### src/rtl/cic_decim_pkg.sv
// Shared types and constants for the CIC decimator: internal width helper,
// accumulator type at default sizing and the comb sequencer state encoding.
package cic_decim_pkg;

    localparam int DEF_IN_BITS  = 9;
    localparam int DEF_DEC_LOG2 = 6;
    localparam int DEF_N_STAGES = 4;
    localparam int DEF_OUT_BITS = 16;

    // Bit growth of an N-stage CIC with ratio R is N*log2(R).
    function automatic int cic_width(input int in_bits, input int n_stages, input int dec_log2);
        return in_bits + n_stages * dec_log2;
    endfunction

    localparam int DEF_W = cic_width(DEF_IN_BITS, DEF_N_STAGES, DEF_DEC_LOG2);

    typedef logic signed [DEF_W-1:0] acc_t;

    typedef enum logic [1:0] {
        ST_IDLE,
        ST_COMB,
        ST_OUT,
        ST_DONE
    } cic_state_e;

endpackage

### src/rtl/cic_integrator.sv
// One CIC integrator stage: W-bit wrapping accumulator, advanced only on enable.
module cic_integrator
    import cic_decim_pkg::*;
#(
    parameter int W = DEF_W
) (
    input  logic                CLK_24M,
    input  logic                reset,
    input  logic                en,
    input  logic signed [W-1:0] din,
    output logic signed [W-1:0] acc
);

    always_ff @(posedge CLK_24M or negedge reset) begin
        if (!reset) begin
            acc <= '0;
        end else if (en) begin
            acc <= acc + din;
        end
    end

endmodule

### src/rtl/cic_decimator_3m.sv
// Decimating CIC: integrators at the 3 MHz sample rate, comb chain time-shared on one
// subtractor at CLK_24M. Define CIC_ROUND_EN for round-half-up with output saturation.
module cic_decimator_3m
    import cic_decim_pkg::*;
#(
    parameter int IN_BITS  = DEF_IN_BITS,
    parameter int DEC_LOG2 = DEF_DEC_LOG2,
    parameter int N_STAGES = DEF_N_STAGES,
    parameter int OUT_BITS = DEF_OUT_BITS
) (
    input  logic                       CLK_24M,
    input  logic                       reset,
    input  logic                       enable_sampling_3M,
    input  logic signed [IN_BITS-1:0]  sample_in,
    output logic signed [OUT_BITS-1:0] pcm_out,
    output logic                       pcm_valid,
    output logic                       overrun
);

    localparam int W     = cic_width(IN_BITS, N_STAGES, DEC_LOG2);
    localparam int SHIFT = W - OUT_BITS;
    localparam int IDXW  = (N_STAGES > 1) ? $clog2(N_STAGES) : 1;

    logic signed [W-1:0]        integ     [N_STAGES];
    logic signed [W-1:0]        integ_din [N_STAGES];
    logic signed [W-1:0]        comb_d    [N_STAGES];
    logic [DEC_LOG2-1:0]        dec_cnt;
    logic signed [W-1:0]        snapshot;
    logic signed [W-1:0]        comb_y;
    logic signed [W-1:0]        comb_prev;
    logic signed [W-1:0]        comb_sub;
    logic signed [OUT_BITS-1:0] scaled;
    logic [IDXW-1:0]            comb_idx;
    cic_state_e                 state;
    logic                       dec_event;

    genvar gi;

    // Pipelined cascade: each stage accumulates the registered output of the previous one.
    generate
        for (gi = 0; gi < N_STAGES; gi++) begin : g_int
            if (gi == 0) begin : g_first
                assign integ_din[gi] = {{(W-IN_BITS){sample_in[IN_BITS-1]}}, sample_in};
            end else begin : g_rest
                assign integ_din[gi] = integ[gi-1];
            end
            cic_integrator #(.W(W)) u_integ (
                .CLK_24M (CLK_24M),
                .reset   (reset),
                .en      (enable_sampling_3M),
                .din     (integ_din[gi]),
                .acc     (integ[gi])
            );
        end
    endgenerate

    assign dec_event = enable_sampling_3M && (dec_cnt == '1);

    // Shared comb subtractor: stage k differences the previous stage's result with its delay.
    assign comb_prev = (comb_idx == '0) ? snapshot : comb_y;
    assign comb_sub  = comb_prev - comb_d[comb_idx];

    generate
        for (gi = 0; gi < N_STAGES; gi++) begin : g_comb
            logic signed [W-1:0] d_reg;
            always_ff @(posedge CLK_24M or negedge reset) begin
                if (!reset) begin
                    d_reg <= '0;
                end else if (state == ST_COMB && comb_idx == IDXW'(gi)) begin
                    d_reg <= comb_prev;
                end
            end
            assign comb_d[gi] = d_reg;
        end
    endgenerate

`ifdef CIC_ROUND_EN
    localparam logic [W:0] HALF = {{W{1'b0}}, 1'b1} << (SHIFT - 1);
    localparam logic signed [OUT_BITS-1:0] PCM_MAX = {1'b0, {(OUT_BITS-1){1'b1}}};
    localparam logic signed [OUT_BITS-1:0] PCM_MIN = {1'b1, {(OUT_BITS-1){1'b0}}};

    logic signed [W:0]       rounded;
    logic signed [W-SHIFT:0] shifted;
    logic                    fits;

    assign rounded = $signed({comb_y[W-1], comb_y} + HALF);
    assign shifted = rounded[W:SHIFT];
    assign fits    = (&shifted[W-SHIFT:OUT_BITS-1]) || !(|shifted[W-SHIFT:OUT_BITS-1]);
    assign scaled  = fits ? shifted[OUT_BITS-1:0] : (shifted[W-SHIFT] ? PCM_MIN : PCM_MAX);
`else
    assign scaled = comb_y[W-1:SHIFT];
`endif

    always_ff @(posedge CLK_24M or negedge reset) begin
        if (!reset) begin
            dec_cnt   <= '0;
            snapshot  <= '0;
            comb_y    <= '0;
            comb_idx  <= '0;
            state     <= ST_IDLE;
            pcm_out   <= '0;
            pcm_valid <= 1'b0;
            overrun   <= 1'b0;
        end else begin
            if (enable_sampling_3M) begin
                dec_cnt <= dec_cnt + 1'b1;
            end
            if (dec_event && state != ST_IDLE) begin
                overrun <= 1'b1;
            end
            case (state)
                ST_IDLE: begin
                    if (dec_event) begin
                        snapshot <= integ[N_STAGES-1];
                        comb_idx <= '0;
                        state    <= ST_COMB;
                    end
                end
                ST_COMB: begin
                    comb_y <= comb_sub;
                    if (comb_idx == IDXW'(N_STAGES - 1)) begin
                        state <= ST_OUT;
                    end else begin
                        comb_idx <= comb_idx + 1'b1;
                    end
                end
                ST_OUT: begin
                    pcm_out   <= scaled;
                    pcm_valid <= 1'b1;
                    state     <= ST_DONE;
                end
                ST_DONE: begin
                    pcm_valid <= 1'b0;
                    state     <= ST_IDLE;
                end
                default: state <= ST_IDLE;
            endcase
        end
    end

endmodule

### config.mk
export PLATFORM = sky130hd
export DESIGN_NAME = cic_decimator_3m
export DESIGN_NICKNAME = d
export VERILOG_FILES = /design/src/rtl/cic_decim_pkg.sv /design/src/rtl/cic_integrator.sv /design/src/rtl/cic_decimator_3m.sv
export SDC_FILE = /design/constraint.sdc
export NUM_CORES = 1
export LEC_CHECK = 0
export CAP_MARGIN = 20
export CORE_MARGIN = 2
export CORE_UTILIZATION = 56
export DETAILED_ROUTE_END_ITERATION = 12
export PLACE_DENSITY = 0.72
export SETUP_SLACK_MARGIN = 0.15
export SLEW_MARGIN = 20
export SYNTH_ARGS = -nofsm -noshare
export SYNTH_HDL_FRONTEND = slang
export SYNTH_SLANG_ARGS = --single-unit
### constraint.sdc
create_clock -name CLK_24M -period 5.85 [get_ports CLK_24M]
set_input_delay 1.17 -clock CLK_24M [delete_from_list [all_inputs] [get_ports CLK_24M]]
set_output_delay 1.17 -clock CLK_24M [all_outputs]
set_load 0.01 [all_outputs]
# Word level (Yosys, flattened, before mapping)

Index checks and enable logic that the tools add are counted.

Register bits after elaboration: 358
Input bits: 12
Output and inout port bits: 18
Word-level logic and storage cells: 60

Add/subtract/negate cells: 7
Magnitude comparators: 1
Equality and inequality tests: 10
Multiplexer cells: 11
Bitwise gates (word level): 1
Reductions and logical operators: 14

Operators with widths:

| kind                                                      | count |
|---|---|
| adder 33 bit                                              | 3 |
| two-way mux 33 bit                                        | 3 |
| binary-select mux 33 bit (select 2 bit)                   | 1 |
| adder 33 x 9 -> 33 bit                                    | 1 |
| subtractor 33 bit                                         | 1 |
| == test 2 bit (second input constant)                     | 4 |
| two-way mux 2 bit                                         | 4 |
| case mux 2 bit (4 select lines)                           | 1 |
| adder 6 x 1 -> 6 bit (second input constant)              | 1 |
| == test 6 bit (second input constant)                     | 1 |
| logical AND 1 bit                                         | 6 |
| nonzero test 2 bit                                        | 3 |
| == test 2 x 1 -> 1 bit (second input constant)            | 2 |
| zero test 2 bit                                           | 2 |
| != test 2 bit (second input constant)                     | 2 |
| case mux 2 bit (2 select lines)                           | 1 |
| AND reduction 2 bit                                       | 2 |
| greater-or-equal comparator 3 bit (second input constant) | 1 |
| NOT 2 -> 3 bit                                            | 1 |
| AND reduction 3 bit                                       | 1 |
| adder 2 x 1 -> 2 bit (second input constant)              | 1 |
| != test 2 x 1 -> 1 bit (second input constant)            | 1 |
| case mux 1 bit (2 select lines)                           | 1 |

# Depth between registers and ports, before layout

Word-level depth: 5
Mapped depth: 19
Gate-level depth less buffers: 14

# By module

From an unflattened synthesis, not the netlist that was laid out.

Cells, all modules: 2,446
Area total of the unflattened synthesis: 23,774.1 µm²

By module, submodules not included:

| module                                | times used | cells each | area an instance (µm²) | seq. area each (µm²) |
|---|---|---|---|---|
| cic_decimator_3m                      | 1          | 1,017      | 11,433.5               | 5,655.4 |
| cic_integrator (g_int[1].u_integ ...) | 3          | 354        | 3,065.4                | 825.8 |
| cic_integrator (g_int[0].u_integ)     | 1          | 367        | 3,144.3                | 825.8 |

# Worst setup path after synthesis

OpenSTA, ideal clock, no wires.

Kind: register -> register
From: reg comb_idx[0]
To: reg comb_y[30]
Library setup time: 0.125 ns
Arrival: 4.545 ns
Required time: 5.725 ns
Setup slack: 1.180 ns
Cell stages (with the launch flop): 19
Buffers on the path: 4
Period minus slack after synthesis: 4.670 ns
Cells stage by stage: dfrtp_1 > clkbuf_1 > clkbuf_1 > inv_1 > ha_1 > clkbuf_1 > clkbuf_1 > mux2i_1 > inv_1 > ha_1 > o21ai_1 > a21oi_1 > o31ai_4 > o31a_1 > o31a_1 > o21ai_2 > a41oi_2 > xnor2_1 > mux2_2

Elaborated cells on any way between the ends: 7
Classes of those cells: add/sub (1); mux (4); bitwise (1); reduce/logical (1)

RTL lines:

| element                  | line                    | RTL |
|---|---|---|
| start: declaration       | cic_decimator_3m.sv:33  | `logic [IDXW-1:0] comb_idx;` |
| start signal: assignment | cic_decimator_3m.sv:124 | `comb_idx <= comb_idx + 1'b1;` |
| zero test 2 bit          | cic_decimator_3m.sv:60  | `assign comb_prev = (comb_idx == '0) ? snapshot : comb_y;` |
| two-way mux 33 bit       | cic_decimator_3m.sv:60  |  |
| via comb_prev[5]         | cic_decimator_3m.sv:30  | `logic signed [W-1:0] comb_prev;` |
| subtractor 33 bit        | cic_decimator_3m.sv:61  | `assign comb_sub = comb_prev - comb_d[comb_idx];` |
| end signal: assignment   | cic_decimator_3m.sv:120 | `comb_y <= comb_sub;` |
| end: declaration         | cic_decimator_3m.sv:29  | `logic signed [W-1:0] comb_y;` |

The timed path passes the listed nets, and every way through them passes these cells. The select of a mux whose other input is x is not followed.
A chain may end at the register's enable or synchronous reset.

# Worst setup path after layout

From: reg comb_idx[0]
To: reg comb_y[23]

The elaborated chain is that of the path after synthesis.

==> impl_metrics.env <==
export IMPL_final_min_clock_period_ns=4.58
export IMPL_initial_utilization_pct=56.5
export IMPL_avgSynthCellArea_um2=9.99
export IMPL_io_pins=30
export IMPL_muxShareOfSynthArea_pct=14.8
export IMPL_post_cts_buffers=0
export IMPL_fin_area_mm2=0.0251
export IMPL_post_cts_resized=0
export IMPL_place_area_mm2=0.0237
export IMPL_timing_fmax_mhz=218
export IMPL_wl_per_cell_um=17.5
export IMPL_relSlewSlack_pct=35.6
export IMPL_timing_final_crit_share_pct=78.4
export IMPL_num_vias=17100
export IMPL_cts_root_buf="clkbuf_16"
export IMPL_grt_pass1_wl_mm=84.5
export IMPL_hpwl_mm=35.7
export IMPL_synth_top_family_by_area="compound AO/OA/AOI/OAI gates"
export IMPL_wl_mm=49.8
export IMPL_cts_buffers=39
export IMPL_post_place_ws_ns=1.19
export IMPL_dieArea_mm2=0.0427
export IMPL_synthFlopType="dfrtp_1"
export IMPL_clk_pin_slew_ns=0.06
export IMPL_routed_via_density=6.00
export IMPL_ant_nets=0
export IMPL_overflow=0
export IMPL_clock_sinks=358
export IMPL_worstPathArrival_ns=4.99
export IMPL_synth_largest_area_cell="dfrtp_1"
export IMPL_clock_path_buffers=3
export IMPL_ys_seq_area_share_pct=38.9
export IMPL_worst_pin_slew_ns=0.966
export IMPL_diodes=0
export IMPL_layout_setup_ws_ns=1.27
export IMPL_cts_tree="built"
export IMPL_async_flop_share_pct=100
export IMPL_clock_skew_ns=0.0226
export IMPL_drive_gt1_share_pct=15.5
export IMPL_hp_class="register to register"
export IMPL_h_tree_depth=2
export IMPL_syn_cell_area_mm2=0.0230
export IMPL_path_class="register to register"
export IMPL_yosys_area_share_adder_pct=9.62
export IMPL_critPathRequiredTime_ns=6.26
export IMPL_synth_compound_area_share_pct=17.3
export IMPL_grt_pass1_vias=17300
export IMPL_final_hold_viol_count=0
export IMPL_area_growth_syn_to_layout_pct=8.85
export IMPL_design_core_area_mm2=0.0407
export IMPL_die_h_um=207
export IMPL_synth_area_leaders="dfrtp_1 (39%), mux2_2 (9.9%), ha_1 (9.2%)"
export IMPL_drv_slew=0
export IMPL_port_buffers=29
export IMPL_status="complete, no violations"
export IMPL_startpoint_type="register"
export IMPL_synth_xor_area_share_pct=5.33
export IMPL_synth_nets=2491
export IMPL_grt_max_degree=155
export IMPL_tns_ns=0
export IMPL_yosys_warnings=0
export IMPL_insertion_delay_ns=0.56
export IMPL_ys_ff_latch=358
export IMPL_cts_hold_buf=0
export IMPL_rows=74
export IMPL_antenna_found_initial=0
export IMPL_grtUsageTotal_pct=24.2
export IMPL_synth_top_area_share_pct=38.9
export IMPL_drcViolationCount=0
export IMPL_max_cap_violations=0
export IMPL_yosysUniqueCellTypes=85
export IMPL_synthSimpleGateAreaFrac_pct=10.5
export IMPL_path_max_fanout=18
export IMPL_fin_nets=2472
export IMPL_finalSetupViolations=0
export IMPL_critPathCaptureType="register"
export IMPL_rsz0062_at_grt="no"
export IMPL_first_pass_iters=5
export IMPL_die_width_um=207
export IMPL_globalplace_congestion=0.951
export IMPL_drt_iter0_drc=1048
export IMPL_fill_cells=3311
export IMPL_synthCells=2305
export IMPL_synth_edf_count=0
## synthesized netlist by cell type (4+ instances only)
| cell type | count |
|---|---|
| a211o_1 | 6 |
| a211oi_1 | 14 |
| a211oi_2 | 5 |
| a21o_1 | 87 |
| a21oi_1 | 283 |
| a311oi_1 | 4 |
| a31oi_1 | 20 |
| a41oi_1 | 4 |
| a41oi_2 | 4 |
| and2_1 | 12 |
| and3_1 | 22 |
| buf_1 | 20 |
| clkbuf_1 | 81 |
| dfrtp_1 | 358 |
| fa_1 | 5 |
| ha_1 | 169 |
| inv_1 | 106 |
| mux2_2 | 203 |
| mux2i_1 | 38 |
| mux4_2 | 33 |
| nand2_1 | 132 |
| nand2b_1 | 16 |
| nand3_1 | 38 |
| nand4_1 | 28 |
| nor2_1 | 188 |
| nor2b_1 | 18 |
| nor3_1 | 17 |
| nor3b_1 | 8 |
| nor4_1 | 6 |
| nor4b_1 | 4 |
| o211ai_1 | 9 |
| o21a_1 | 16 |
| o21ai_0 | 89 |
| o21ai_1 | 6 |
| o21bai_1 | 19 |
| o221ai_1 | 4 |
| o22ai_1 | 5 |
| o31ai_1 | 13 |
| or2_2 | 5 |
| or3_1 | 5 |
| xnor2_1 | 80 |
| xor2_1 | 60 |
## stage by stage
step,hold WS (ns),utilization (%),std cells
floorplan,0.441,-,2305
global placement,0.463,58.3,2777
detailed placement,0.463,58.3,2777
CTS,0.471,61.5,2846
global route,0.501,61.5,2846
finish,0.473,61.5,2846
## cell families after synthesis
kind of cell / after synthesis
AOI/OAI and AO/OA: 632
xor gates and xnor gates: 140
adders and majority gates: 174
buffers and inverters: 210
DFF: 358
muxes: 274
and+or+nand+nor: 517
## path summary, 6_finish.rpt
path	to	cells past startpoint	slack [ns]	from
max	comb_y[23]$_DFFE_PN0P_	14	1.27	comb_idx[0]$_DFFE_PN0P_
min	g_int[3].u_integ.acc[32]$_DFFE_PN0P_	1	0.47	g_int[3].u_integ.acc[32]$_DFFE_PN0P_
max reg2reg	comb_y[23]$_DFFE_PN0P_	14	1.27	comb_idx[0]$_DFFE_PN0P_
min reg2reg	g_int[3].u_integ.acc[32]$_DFFE_PN0P_	1	0.47	g_int[3].u_integ.acc[32]$_DFFE_PN0P_
max in group asynchronous	g_int[1].u_integ.acc[32]$_DFFE_PN0P_	2	3.92	reset
min in group asynchronous	g_comb[0].d_reg[6]$_DFFE_PN0P_	1	0.60	reset
## worst max-delay path, cell delays in order (launching register included)
cell,delay [ns]
dfrtp_2,0.60
inv_1,0.16
ha_2,0.64
buf_4,0.43
mux2i_1,0.39
inv_1,0.08
ha_1,0.39
and2_0,0.29
nor2b_1,0.17
nor2_1,0.07
a311oi_1,0.44
o2111ai_2,0.21
a21oi_1,0.23
mux2i_1,0.18
o311ai_0,0.13
## final cells by class
class | count | area, µm² | share of cell area [%]
multi-input combinational | 1737 | 13300 | 53.0
sequential | 358 | 8960 | 35.8
clock buffer | 55 | 1160 | 4.62
tap | 532 | 666 | 2.66
timing repair buffer | 44 | 434 | 1.73
inverter | 106 | 398 | 1.59
clock inverter | 14 | 170 | 0.679
## per-layer routing
| metal | track usage (%) | vias up | routed length, µm |
|---|---|---|---|
| li1 | - | 8347 | - |
| met1 | 31.2 | 8278 | 22200 |
| met2 | 42.2 | 360 | 24300 |
| met3 | 3.41 | 92 | 1980 |
| met4 | 7.35 | 0 | 1360 |
| met5 | 0 | - | 0 |
## cell usage in the layout, fill, tap and decap left out, drive strengths merged, types with 19 or more instances in the layout
cell,netlist,final
clkbuf,83,55
o21bai,19,19
o21ai,98,98
mux2i,38,38
a21oi,285,285
dfrtp,358,358
mux2,203,203
nand3,38,38
and3,22,22
ha,169,169
a31oi,20,20
inv,106,106
xor2,60,60
a211oi,19,19
nor2,188,188
nand2,132,132
mux4,33,33
xnor2,80,80
a21o,87,87
clkdlybuf4s50,0,27
nand4,28,28
Power is left out: the tool's default activity adds up to more than one toggle a clock period on the data nets, which glitch-free logic cannot reach.
